==> src/rtl/class_input_debounce_pkg.sv <==
// -----------------------------------------------------------------------------
// class_debounce_pkg
// Shared types and constants for the two-channel input debouncer.
//   db_state_e            : per-channel debounce state (DB_STABLE / DB_CHANGING)
//   DB_STABLE_CYCLES_DEF  : default number of consecutive differing samples
//   DB_MIN_STABLE_CYCLES  : smallest legal STABLE_CYCLES (checked at elaboration)
//   DB_MAX_STABLE_CYCLES  : largest legal STABLE_CYCLES (checked at elaboration)
// -----------------------------------------------------------------------------
package class_debounce_pkg;

  typedef enum logic {
    DB_STABLE   = 1'b0,
    DB_CHANGING = 1'b1
  } db_state_e;

  localparam int unsigned DB_STABLE_CYCLES_DEF = 4;
  localparam int unsigned DB_MIN_STABLE_CYCLES = 2;
  localparam int unsigned DB_MAX_STABLE_CYCLES = 65535;

endpackage : class_debounce_pkg

==> src/rtl/class_input_debounce_if.sv <==
// -----------------------------------------------------------------------------
// class_input_debounce_if
// One debounce channel's signal bundle.
//   sw   : raw (bouncy) level into the channel
//   lvl  : debounced level
//   rise : one-cycle strobe, lvl went 0->1
//   fall : one-cycle strobe, lvl went 1->0
// Modports:
//   master : board/consumer side (drives sw, observes conditioned outputs)
//   slave  : debounce channel side (reads sw, drives conditioned outputs)
// -----------------------------------------------------------------------------
interface class_input_debounce_if;

  logic sw;
  logic lvl;
  logic rise;
  logic fall;

  modport master (output sw, input lvl, input rise, input fall);
  modport slave  (input sw, output lvl, output rise, output fall);

endinterface : class_input_debounce_if

==> src/rtl/class_input_debounce_channel.sv <==
// -----------------------------------------------------------------------------
// class_debounce_channel
// Single debounce channel: optional 2-flop synchronizer, saturating-free
// counter, two-state FSM, registered level and rise/fall strobes.
// Optional feature macro: DEBOUNCE_SYNC_EN (adds a 2-flop synchronizer on
// the raw input; latency grows by 2 cycles).
// Ports:
//   clk   : rising-edge clock
//   rst_n : asynchronous active-low reset
//   ch    : class_input_debounce_if.slave (sw in; lvl/rise/fall out)
// -----------------------------------------------------------------------------
module class_debounce_channel
  import class_debounce_pkg::*;
#(
  parameter int unsigned STABLE_CYCLES = DB_STABLE_CYCLES_DEF,
  parameter int unsigned CNT_W         = $clog2(STABLE_CYCLES)
) (
  input  logic                  clk,
  input  logic                  rst_n,
  class_input_debounce_if.slave ch
);

  if ((STABLE_CYCLES < DB_MIN_STABLE_CYCLES) ||
      (STABLE_CYCLES > DB_MAX_STABLE_CYCLES)) begin : g_bad_cfg
    $error("class_debounce_channel: STABLE_CYCLES out of legal range");
  end

  localparam logic [CNT_W-1:0] LP_CNT_LAST = CNT_W'(STABLE_CYCLES - 1);
  localparam logic [CNT_W-1:0] LP_CNT_ONE  = CNT_W'(1);

  logic            w_s;
  logic [CNT_W-1:0] r_cnt;
  db_state_e       r_state;
  logic            r_out;
  logic            r_rise;
  logic            r_fall;

`ifdef DEBOUNCE_SYNC_EN
  logic r_sync1;
  logic r_sync2;

  always_ff @(posedge clk or negedge rst_n) begin
    if (!rst_n) begin
      r_sync1 <= 1'b0;
      r_sync2 <= 1'b0;
    end else begin
      r_sync1 <= ch.sw;
      r_sync2 <= r_sync1;
    end
  end

  assign w_s = r_sync2;
`else
  assign w_s = ch.sw;
`endif

  always_ff @(posedge clk or negedge rst_n) begin
    if (!rst_n) begin
      r_cnt   <= '0;
      r_state <= DB_STABLE;
      r_out   <= 1'b0;
      r_rise  <= 1'b0;
      r_fall  <= 1'b0;
    end else begin
      r_rise <= 1'b0;
      r_fall <= 1'b0;
      if (w_s == r_out) begin
        // Sample agrees with output: any partial run was a glitch.
        r_cnt   <= '0;
        r_state <= DB_STABLE;
      end else if (r_cnt == LP_CNT_LAST) begin
        r_out   <= w_s;
        r_cnt   <= '0;
        r_state <= DB_STABLE;
        r_rise  <= w_s;
        r_fall  <= ~w_s;
      end else begin
        // Counter is always 0 in DB_STABLE, so the first differing sample
        // loads 1 directly; later samples increment.
        r_cnt   <= (r_state == DB_STABLE) ? LP_CNT_ONE : (r_cnt + LP_CNT_ONE);
        r_state <= DB_CHANGING;
      end
    end
  end

  assign ch.lvl  = r_out;
  assign ch.rise = r_rise;
  assign ch.fall = r_fall;

endmodule : class_debounce_channel

==> src/rtl/class_input_debounce.sv <==
// -----------------------------------------------------------------------------
// class_input_debounce
// Two independent debounce channels feeding the lab AND gate inputs.
// Wiring only; all logic lives in class_debounce_channel.
// Optional feature macro: DEBOUNCE_SYNC_EN (2-flop input synchronizers).
// Ports:
//   clk            : rising-edge clock
//   rst_n          : asynchronous active-low reset
//   sw_a, sw_b     : raw switch/button levels
//   a, b           : debounced levels
//   a_rise, a_fall : one-cycle strobes on a transitions
//   b_rise, b_fall : one-cycle strobes on b transitions
// -----------------------------------------------------------------------------
module class_input_debounce
  import class_debounce_pkg::*;
#(
  parameter int unsigned STABLE_CYCLES = DB_STABLE_CYCLES_DEF,
  parameter int unsigned CNT_W         = $clog2(STABLE_CYCLES)
) (
  input  logic clk,
  input  logic rst_n,
  input  logic sw_a,
  input  logic sw_b,
  output logic a,
  output logic b,
  output logic a_rise,
  output logic a_fall,
  output logic b_rise,
  output logic b_fall
);

  class_input_debounce_if w_ch_a ();
  class_input_debounce_if w_ch_b ();

  assign w_ch_a.sw = sw_a;
  assign w_ch_b.sw = sw_b;

  class_debounce_channel #(
    .STABLE_CYCLES (STABLE_CYCLES),
    .CNT_W         (CNT_W)
  ) u_ch_a (
    .clk   (clk),
    .rst_n (rst_n),
    .ch    (w_ch_a.slave)
  );

  class_debounce_channel #(
    .STABLE_CYCLES (STABLE_CYCLES),
    .CNT_W         (CNT_W)
  ) u_ch_b (
    .clk   (clk),
    .rst_n (rst_n),
    .ch    (w_ch_b.slave)
  );

  assign a      = w_ch_a.lvl;
  assign a_rise = w_ch_a.rise;
  assign a_fall = w_ch_a.fall;
  assign b      = w_ch_b.lvl;
  assign b_rise = w_ch_b.rise;
  assign b_fall = w_ch_b.fall;

endmodule : class_input_debounce

==> config.mk <==
export PLATFORM = sky130hd
export DESIGN_NAME = class_input_debounce
export DESIGN_NICKNAME = d
export VERILOG_FILES = /design/src/rtl/class_input_debounce_pkg.sv /design/src/rtl/class_input_debounce_if.sv /design/src/rtl/class_input_debounce_channel.sv /design/src/rtl/class_input_debounce.sv
export SDC_FILE = /design/constraint.sdc
export NUM_CORES = 1
export LEC_CHECK = 0
export CORE_AREA = 2 2 39 41
export CTS_CLUSTER_DIAMETER = 150
export DETAILED_ROUTE_END_ITERATION = 8
export DIE_AREA = 0 0 41 43
export PLACE_DENSITY_LB_ADDON = 0.25
export SLEW_MARGIN = 20
export SYNTH_ARGS = -nofsm -noshare
export SYNTH_HDL_FRONTEND = slang
export SYNTH_HIERARCHICAL = 1
export SYNTH_SLANG_ARGS = --single-unit
==> constraint.sdc <==
create_clock -name clk -period 1.2 [get_ports clk]
set_input_delay 0.18 -clock clk [delete_from_list [all_inputs] [get_ports clk]]
set_output_delay 0.18 -clock clk [all_outputs]
set_load 0.01 [all_outputs]
# == After elaboration in Yosys (flattened, before gate mapping) ==
# Cells that the tools add are included.
# totals
ff_bits,12
latchBits,0
ramBits,0
rom_bits,0
in_bits,4
n_memories,0
# op_classes
add_sub_neg,2
n_mul,0
div,0
n_lt_le_gt_ge,0
eq_ne,4
shift,0
mux,18
n_bitwise,4
n_reduce_logical,2
# ops
op,n
1-bit two-way mux,12
2-bit two-way mux,6
2-bit by 1-bit adder with 2-bit output (second input constant),2
2-bit equality test (second input constant),2
1-bit NOT,4
2-bit AND reduction,2
1-bit equality test,2

# == Logic depth before layout (Yosys ltp) ==
# Gate-level depths: netlist of the first run.
# logic_depth
word_depth,4
ltp_mapped,3
mapped_depth_nobuf,3

# == Cells and area by module ==
# Netlist of the first run, hierarchy kept.
# modules_own_cells
module,instances,cells_each,area_each_um2,seq_area_each_um2
class_debounce_channel,2,16,240.2,150.1

# == Least setup slack after synthesis of the first run ==
# No wires, ideal clock.
# synth_timing
path_kind,reg-to-reg
startpoint,reg u_ch_a.r_cnt[0]
endpoint,reg u_ch_a.r_out (netlist: u_ch_a/ch.lvl)
setup_time_ns,0.125
arrival_time_ns,0.910
setup_slack_ns,0.165
stages_incl_launch_ff,3
path_buffers,0
synth_period_minus_slack_ns,1.035
path_cell_list,dfrtp_1 -> ha_1 -> mux2_2
# synth_via
elab_chain_cells,2
# synth_lines
element,line_no,source
start: declaration,class_input_debounce_channel.sv:32,logic [CNT_W-1:0] r_cnt;
start signal: assignment,class_input_debounce_channel.sv:80,r_cnt <= (r_state == DB_STABLE) ? LP_CNT_ONE : (r_cnt + LP_CNT_ONE);
2-bit equality test,class_input_debounce_channel.sv:71,end else if (r_cnt == LP_CNT_LAST) begin
2-bit AND reduction (no source line),--,
end signal: assignment,class_input_debounce_channel.sv:72,r_out <= w_s;
end: declaration,class_input_debounce_channel.sv:34,logic r_out;
# No other way between the ends.
# A chain may end at the register's enable or synchronous reset.

# == Worst setup path in the final report of the first run ==
# Ends and elaborated chain as after synthesis.

==> qor.yml, run 1 <==
period_minus_slack_ns: 1.11
finalHoldViolations: 0
yosysSeqAreaShare_pct: 62.5
grt_pass1_vias: 316
grt_max_degree: 13
syn_inst: 32
critPathSlowestCell: "dfrtp_1"
fin_crit_sh_pct: 92.6
drv_cap: 0
tightest_slew_ns: 0.297
grt_usage_pct: 10.8
first_iter_violations: 0
die_area_um2: 1760
crit_chain: "ha_1, mux2_2"
synth_fp_nets: 40
switching_share_pct: 30.9
rsz0062_at_grt: "no"
reg2reg_to: "u_ch_a/ch.lvl$_DFFE_PN0P_"
cts_tree: "done"
ioPinCount: 10
io_buffers: 9
p_per_area_nw_per_um2: 2100
cts_hold_buffers: 0
arrival_ns: 1.26
worstSkewPairLatency_ns: 0.26
slew_headroom_pct: 80.1
synth_area_per_cell_um2: 15.0
clk_pin_slew_ns: 0.07
cts_resized: 6
nFillCells: 126
postCtsSetupBuffers: 0
multiInputGateArea_um2: 180
setup_ws_ns: 0.0893
min_path_type: "input port to async pin"
drive_gt1_share_pct: 29.8
syn_to_final_growth_pct: 30.7
cts_buffer_depth: 2
antenna_found_initial: 0
place_congestion: 0.622
switching_power_uw: 407
p_comb_share_pct: 34.4
crit_type: "flip-flop to flip-flop"
status: "complete, no violations"
cp-startpoint: "u_ch_a/r_cnt[0]$_DFF_PN0_"
ys_types: 9
regArea_um2: 300
start_util_pct: 34.7
timing.fmax_ghz: 0.900
synth_warnings: 6
worstSetupStartpointType: "flip-flop"
htree_levels: 1
cp.required_ns: 1.35
fin_nets: 57
p_leak_uw: 0.000331
rrSetupSlack_ns: 0.09
via_per_inst: 4.67
slew_viol_final: 0
die_y_um: 43
diodes: 0
crit_path_end: "u_ch_a/ch.lvl$_DFFE_PN0P_"
cts_made_buffers: 3
setup_tns_ns: 0
pwr-share-seq_pct: 48.4
coreArea_um2: 1380
r2r_start: "u_ch_a/r_cnt[0]$_DFF_PN0_"
slowest_delay_ns: 0.39
setup_viol: 0
fin_skew_ns: 0.00620
cts.sinks: 12
grt_pass1_wl_um: 1200
post_drt_wl_per_cell_um: 11.7
vdd_drop_max_mv: 0.893
critPathMaxFanout: 4
clkPwrFrac_pct: 17.3
gr-total-overflow: 0
rr_worst_depth: 2
first_pass_iters: 1
p_int_uw: 909
dp_slack_ns: 0.0308
ys_seq_elements: 12
root_buffer: "clkbuf_4"
totalWireLength_um: 734
postRouteAntennaNets: 0
dp_hpwl_um: 590
syn_area_um2: 480
vias: 294
die_x_um: 41
end_kind: "flip-flop"
drcViolationCount: 0
std_cell_rows: 14
[final cells by class]
| class | instances | area share, % |
|---|---|---|
| tap | 16 | 3.19 |
| sequential | 12 | 47.8 |
| clock buffer | 3 | 3.59 |
| multi-input combinational | 20 | 28.7 |
| timing repair buffer | 12 | 16.7 |
[sequential cells by signal, summed over array words and instances, names as in the netlist]
register / flops
u_ch_a/r_state: 1
u_ch_a/ch.lvl: 1
u_ch_b/ch.rise: 1
u_ch_b/r_state: 1
u_ch_b/r_cnt: 2
u_ch_b/ch.lvl: 1
u_ch_b/ch.fall: 1
u_ch_a/r_cnt: 2
u_ch_a/ch.rise: 1
u_ch_a/ch.fall: 1
[cell families (layout without fill, tap and decap cells)]
| kind of cell | after synthesis | after routing | synth area share (%) |
|---|---|---|---|
| AO/OA/AOI/OAI | 2 | 2 | 5.21 |
| buffers and inverters | 0 | 15 | 0 |
| adder cells (fa/ha/maj) | 4 | 4 | 10.4 |
| flip-flops | 12 | 12 | 62.5 |
| XOR/XNOR | 2 | 2 | 3.65 |
| multiplexers | 2 | 2 | 4.69 |
| AND/OR/NAND/NOR | 10 | 10 | 13.5 |
[worst min-delay path by stage]
stage / start / endpoint / cells past startpoint
CTS: rst_n / u_ch_a/ch.fall$_DFF_PN0_ / 2
global route: rst_n / u_ch_a/ch.lvl$_DFFE_PN0P_ / 2
detailed placement: u_ch_b/r_state$_DFF_PN0_ / u_ch_b/r_cnt[0]$_DFF_PN0_ / 1
finish: rst_n / u_ch_a/ch.lvl$_DFFE_PN0P_ / 2
floorplan: rst_n / u_ch_a/ch.fall$_DFF_PN0_ / 0
global placement: u_ch_b/r_state$_DFF_PN0_ / u_ch_b/r_cnt[0]$_DFF_PN0_ / 1
[worst max-delay path, delay by kind of cell, from the launching register on]
kind	cells	cell delay, ns
flip-flops	1	0.39
multiplexers	1	0.35
adder cells (fa/ha/maj)	1	0.27
[Yosys cell counts]
| library cell | count | area (um^2) |
|---|---|---|
| a211oi_2 | 2 | 25.0 |
| and3b_2 | 4 | 40.0 |
| dfrtp_1 | 12 | 300 |
| ha_1 | 4 | 50.1 |
| mux2_2 | 2 | 22.5 |
| nand2_1 | 2 | 7.51 |
| nor2_1 | 2 | 7.51 |
| nor3_1 | 2 | 10.0 |
| xnor2_1 | 2 | 17.5 |
[power by group through the flow]
| stage | Clock [uW] | Combinational (uW) | Sequential (uW) |
|---|---|---|---|
| floorplan | 0 | 242 | 671 |
| global placement | 0 | 465 | 637 |
| detailed placement | 0 | 494 | 649 |
| CTS | 237 | 463 | 640 |
| global route | 262 | 499 | 656 |
| finish | 227 | 452 | 637 |
[routing by layer]
metal	share of wire (%)	GRT usage (%)	vias up
met5	0	0	-
met4	0.95	8.00	0
met3	5.7	3.14	2
met2	57	18.8	8
met1	36	9.43	141
li1	-	-	143
[metrics by stage]
stage / hold slack [ns] / utilization, % / cells / power (uW) / area (um^2)
2_1_floorplan: -0.116 / - / 32 / 913 / 480
3_3_place_gp: 0.453 / 44.3 / 60 / 1100 / 613
3_5_place_dp: 0.467 / 44.3 / 60 / 1140 / 613
4_1_cts: 0.218 / 45.4 / 63 / 1340 / 628
5_1_grt: 0.219 / 45.4 / 63 / 1420 / 628
6_report: 0.214 / 45.4 / 63 / 1320 / 628
[cells in the final DEF (no fill, tap or decap)]
master           instances
buf_4                    3
dfrtp_1                 12
and3b_2                  4
nor3_1                   2
clkbuf_4                 3
clkdlybuf4s50_1          3
ha_1                     4
xnor2_1                  2
mux2_2                   2
nand2_1                  2
dlygate4sd2_1            6
nor2_1                   2
a211oi_2                 2
Power figures use the tool's default switching activity.
==> run 2: changes to the inputs <==
--- a/config.mk
+++ b/config.mk
@@ -9,6 +9,7 @@
 export CTS_CLUSTER_DIAMETER = 150
 export DETAILED_ROUTE_END_ITERATION = 8
 export DIE_AREA = 0 0 41 43
+export DONT_BUFFER_PORTS = 1
 export PLACE_DENSITY_LB_ADDON = 0.25
 export SLEW_MARGIN = 20
 export SYNTH_ARGS = -nofsm -noshare
==> qor.yml, run 2 (same netlist as run 1, synthesis figures left out) <==
status: "complete, no violations"
critPathBufInv: 0  # unchanged
rrSetupSlack_ns: 0.08  # about the same
io_buffers: 0  # -9
cts_resized: 0  # -6
layout_commonest_cell: "dfrtp_1"
setup_tns_ns: 0  # unchanged
multiInputGateArea_um2: 180  # unchanged
die_area_um2: 1760  # unchanged
place_congestion: 0.560  # -10%
die_y_um: 43  # unchanged
std_cell_rows: 14  # unchanged
reg2reg_to: "u_ch_b/ch.lvl$_DFFE_PN0P_"
min_path_type: "input port to flip-flop"
fin_skew_ns: 0.00104  # -0.00516 ns
first_iter_violations: 4  # +4
cp_top_family: "flip-flops"
rr_worst_depth: 2  # unchanged
slew_viol_final: 0  # unchanged
clkPwrFrac_pct: 23.8  # +6.5 points
holdCritStartpoint: "sw_b"
grt_pass1_wl_um: 1310  # +9.3%
drcViolationCount: 0  # unchanged
via_per_inst: 4.85  # +3.9%
cts_tree: "done"
cts.sinks: 12  # unchanged
slowest_delay_ns: 0.40  # about the same
p_leak_uw: 0.000272  # -18%
root_buffer: "clkbuf_4"
first_pass_iters: 2  # +1
cts_buffer_depth: 2  # unchanged
ioPinCount: 10  # unchanged
syn_to_final_growth_pct: 13.8
htree_levels: 1  # unchanged
critPathSlowestCell: "dfrtp_1"
worstSkewPairLatency_ns: 0.26  # about the same
coreArea_um2: 1380  # unchanged
fin_nets: 46  # -19%
switching_share_pct: 31.3  # +0.34 points
vdd_drop_max_mv: 0.941  # +5.4%
top_regs: "u_ch_a/r_cnt x2, u_ch_b/r_cnt x2"
period_minus_slack_ns: 1.12  # +0.00565 ns
arrival_ns: 1.27  # about the same
p_per_area_nw_per_um2: 2360  # +13%
grt_usage_pct: 11.4  # +0.61 points
crit_type: "flip-flop to flip-flop"
timing.fmax_ghz: 0.896  # -0.51%
post_drt_wl_per_cell_um: 13.5  # +16%
die_x_um: 41  # unchanged
drv_cap: 0  # unchanged
setup_viol: 0  # unchanged
grt_pass1_vias: 311  # -1.6%
critPathMaxFanout: 4  # unchanged
mostFrequentLayoutCells: "dfrtp_1, and3b_2, ha_1, clkbuf_4"
crit_chain: "ha_1, mux2_2"
min_to: "u_ch_b/ch.lvl$_DFFE_PN0P_"
antenna_found_initial: 0  # unchanged
p_int_uw: 888  # -2.3%
vias: 257  # -13%
drive_gt1_share_pct: 32.4  # +2.6 points
dp_hpwl_um: 567  # -3.9%
pwr-share-seq_pct: 54.1  # +5.7 points
end_kind: "flip-flop"
hold_depth: 1
start_util_pct: 34.7  # unchanged
slew_headroom_pct: 65.0  # -15 points
fin_crit_sh_pct: 93.0  # +0.47 points
cts_made_buffers: 3  # unchanged
clk_pin_slew_ns: 0.07  # about the same
cp.required_ns: 1.35  # about the same
switching_power_uw: 404  # -0.71%
gr-total-overflow: 0  # unchanged
worstSetupStartpointType: "flip-flop"
totalWireLength_um: 716  # -2.5%
rsz0062_at_grt: "no"
regArea_um2: 300  # unchanged
grt_max_degree: 13  # unchanged
p_comb_share_pct: 22.1  # -12 points
holdWs_ns: 0.0628  # -0.151 ns
nFillCells: 126  # unchanged
tightest_slew_ns: 0.523  # +0.226 ns
finalHoldViolations: 0  # unchanged
r2r_start: "u_ch_b/r_cnt[0]$_DFF_PN0_"
postRouteAntennaNets: 0  # unchanged
diodes: 0  # unchanged
## run 2: worst max-delay path by stage
stage | slack (ns) | end | start | cells after the start
after floorplan | 0.16 | u_ch_a/ch.lvl$_DFFE_PN0P_ | u_ch_a/r_cnt[0]$_DFF_PN0_ | 2
after CTS | 0.08 | u_ch_b/ch.lvl$_DFFE_PN0P_ | u_ch_b/r_cnt[0]$_DFF_PN0_ | 2
after global routing | 0.01 | u_ch_b/ch.lvl$_DFFE_PN0P_ | u_ch_b/r_cnt[0]$_DFF_PN0_ | 2
after detailed placement | 0.09 | u_ch_b/ch.lvl$_DFFE_PN0P_ | u_ch_b/r_cnt[0]$_DFF_PN0_ | 2
after global placement | 0.13 | u_ch_b/ch.lvl$_DFFE_PN0P_ | u_ch_b/r_cnt[0]$_DFF_PN0_ | 2
final | 0.08 | u_ch_b/ch.lvl$_DFFE_PN0P_ | u_ch_b/r_cnt[0]$_DFF_PN0_ | 2
## run 2: power by group through the flow
| stage | clock, uW | sequential, uW | combinational [uW] |
|---|---|---|---|
| 2_1_floorplan | 0 | 671 | 242 |
| 3_3_place_gp | 0 | 691 | 267 |
| 3_5_place_dp | 0 | 711 | 286 |
| 4_1_cts | 322 | 705 | 293 |
| 5_1_grt | 353 | 731 | 340 |
| 6_report | 308 | 699 | 286 |
## run 2: through the flow
stage,cells,setup WS [ns],cell area [um^2],power (uW),utilization (%)
3_5_place_dp,48,0.0910,500,997,36.2
3_3_place_gp,48,0.128,500,958,36.2
5_1_grt,53,0.0140,547,1420,39.5
2_1_floorplan,32,0.165,480,913,-
4_1_cts,53,0.0793,547,1320,39.5
6_report,53,0.0836,547,1290,39.5
## run 2: metal layers
layer / track usage, % / up-vias / routed length, um
li1: - / 121 / -
met4: 8.00 / 0 / 7
met5: 0 / - / 0
met3: 4.71 / 2 / 64
met2: 16.9 / 8 / 382
met1: 12.5 / 126 / 261
## run 2: layout make-up
type                            instances  share of cell area, %
Clock buffer                            4                   6.64
Multi-Input combinational cell         20                   33.0
Sequential cell                        12                   54.9
Tap cell                               16                   3.66
Timing Repair Buffer                    1                   1.83
## run 2: timing repair
action	4_1_cts	5_1_grt
endpoints found under the hold margin	12	0
buffers inserted	0	0
hold buffers	1	0
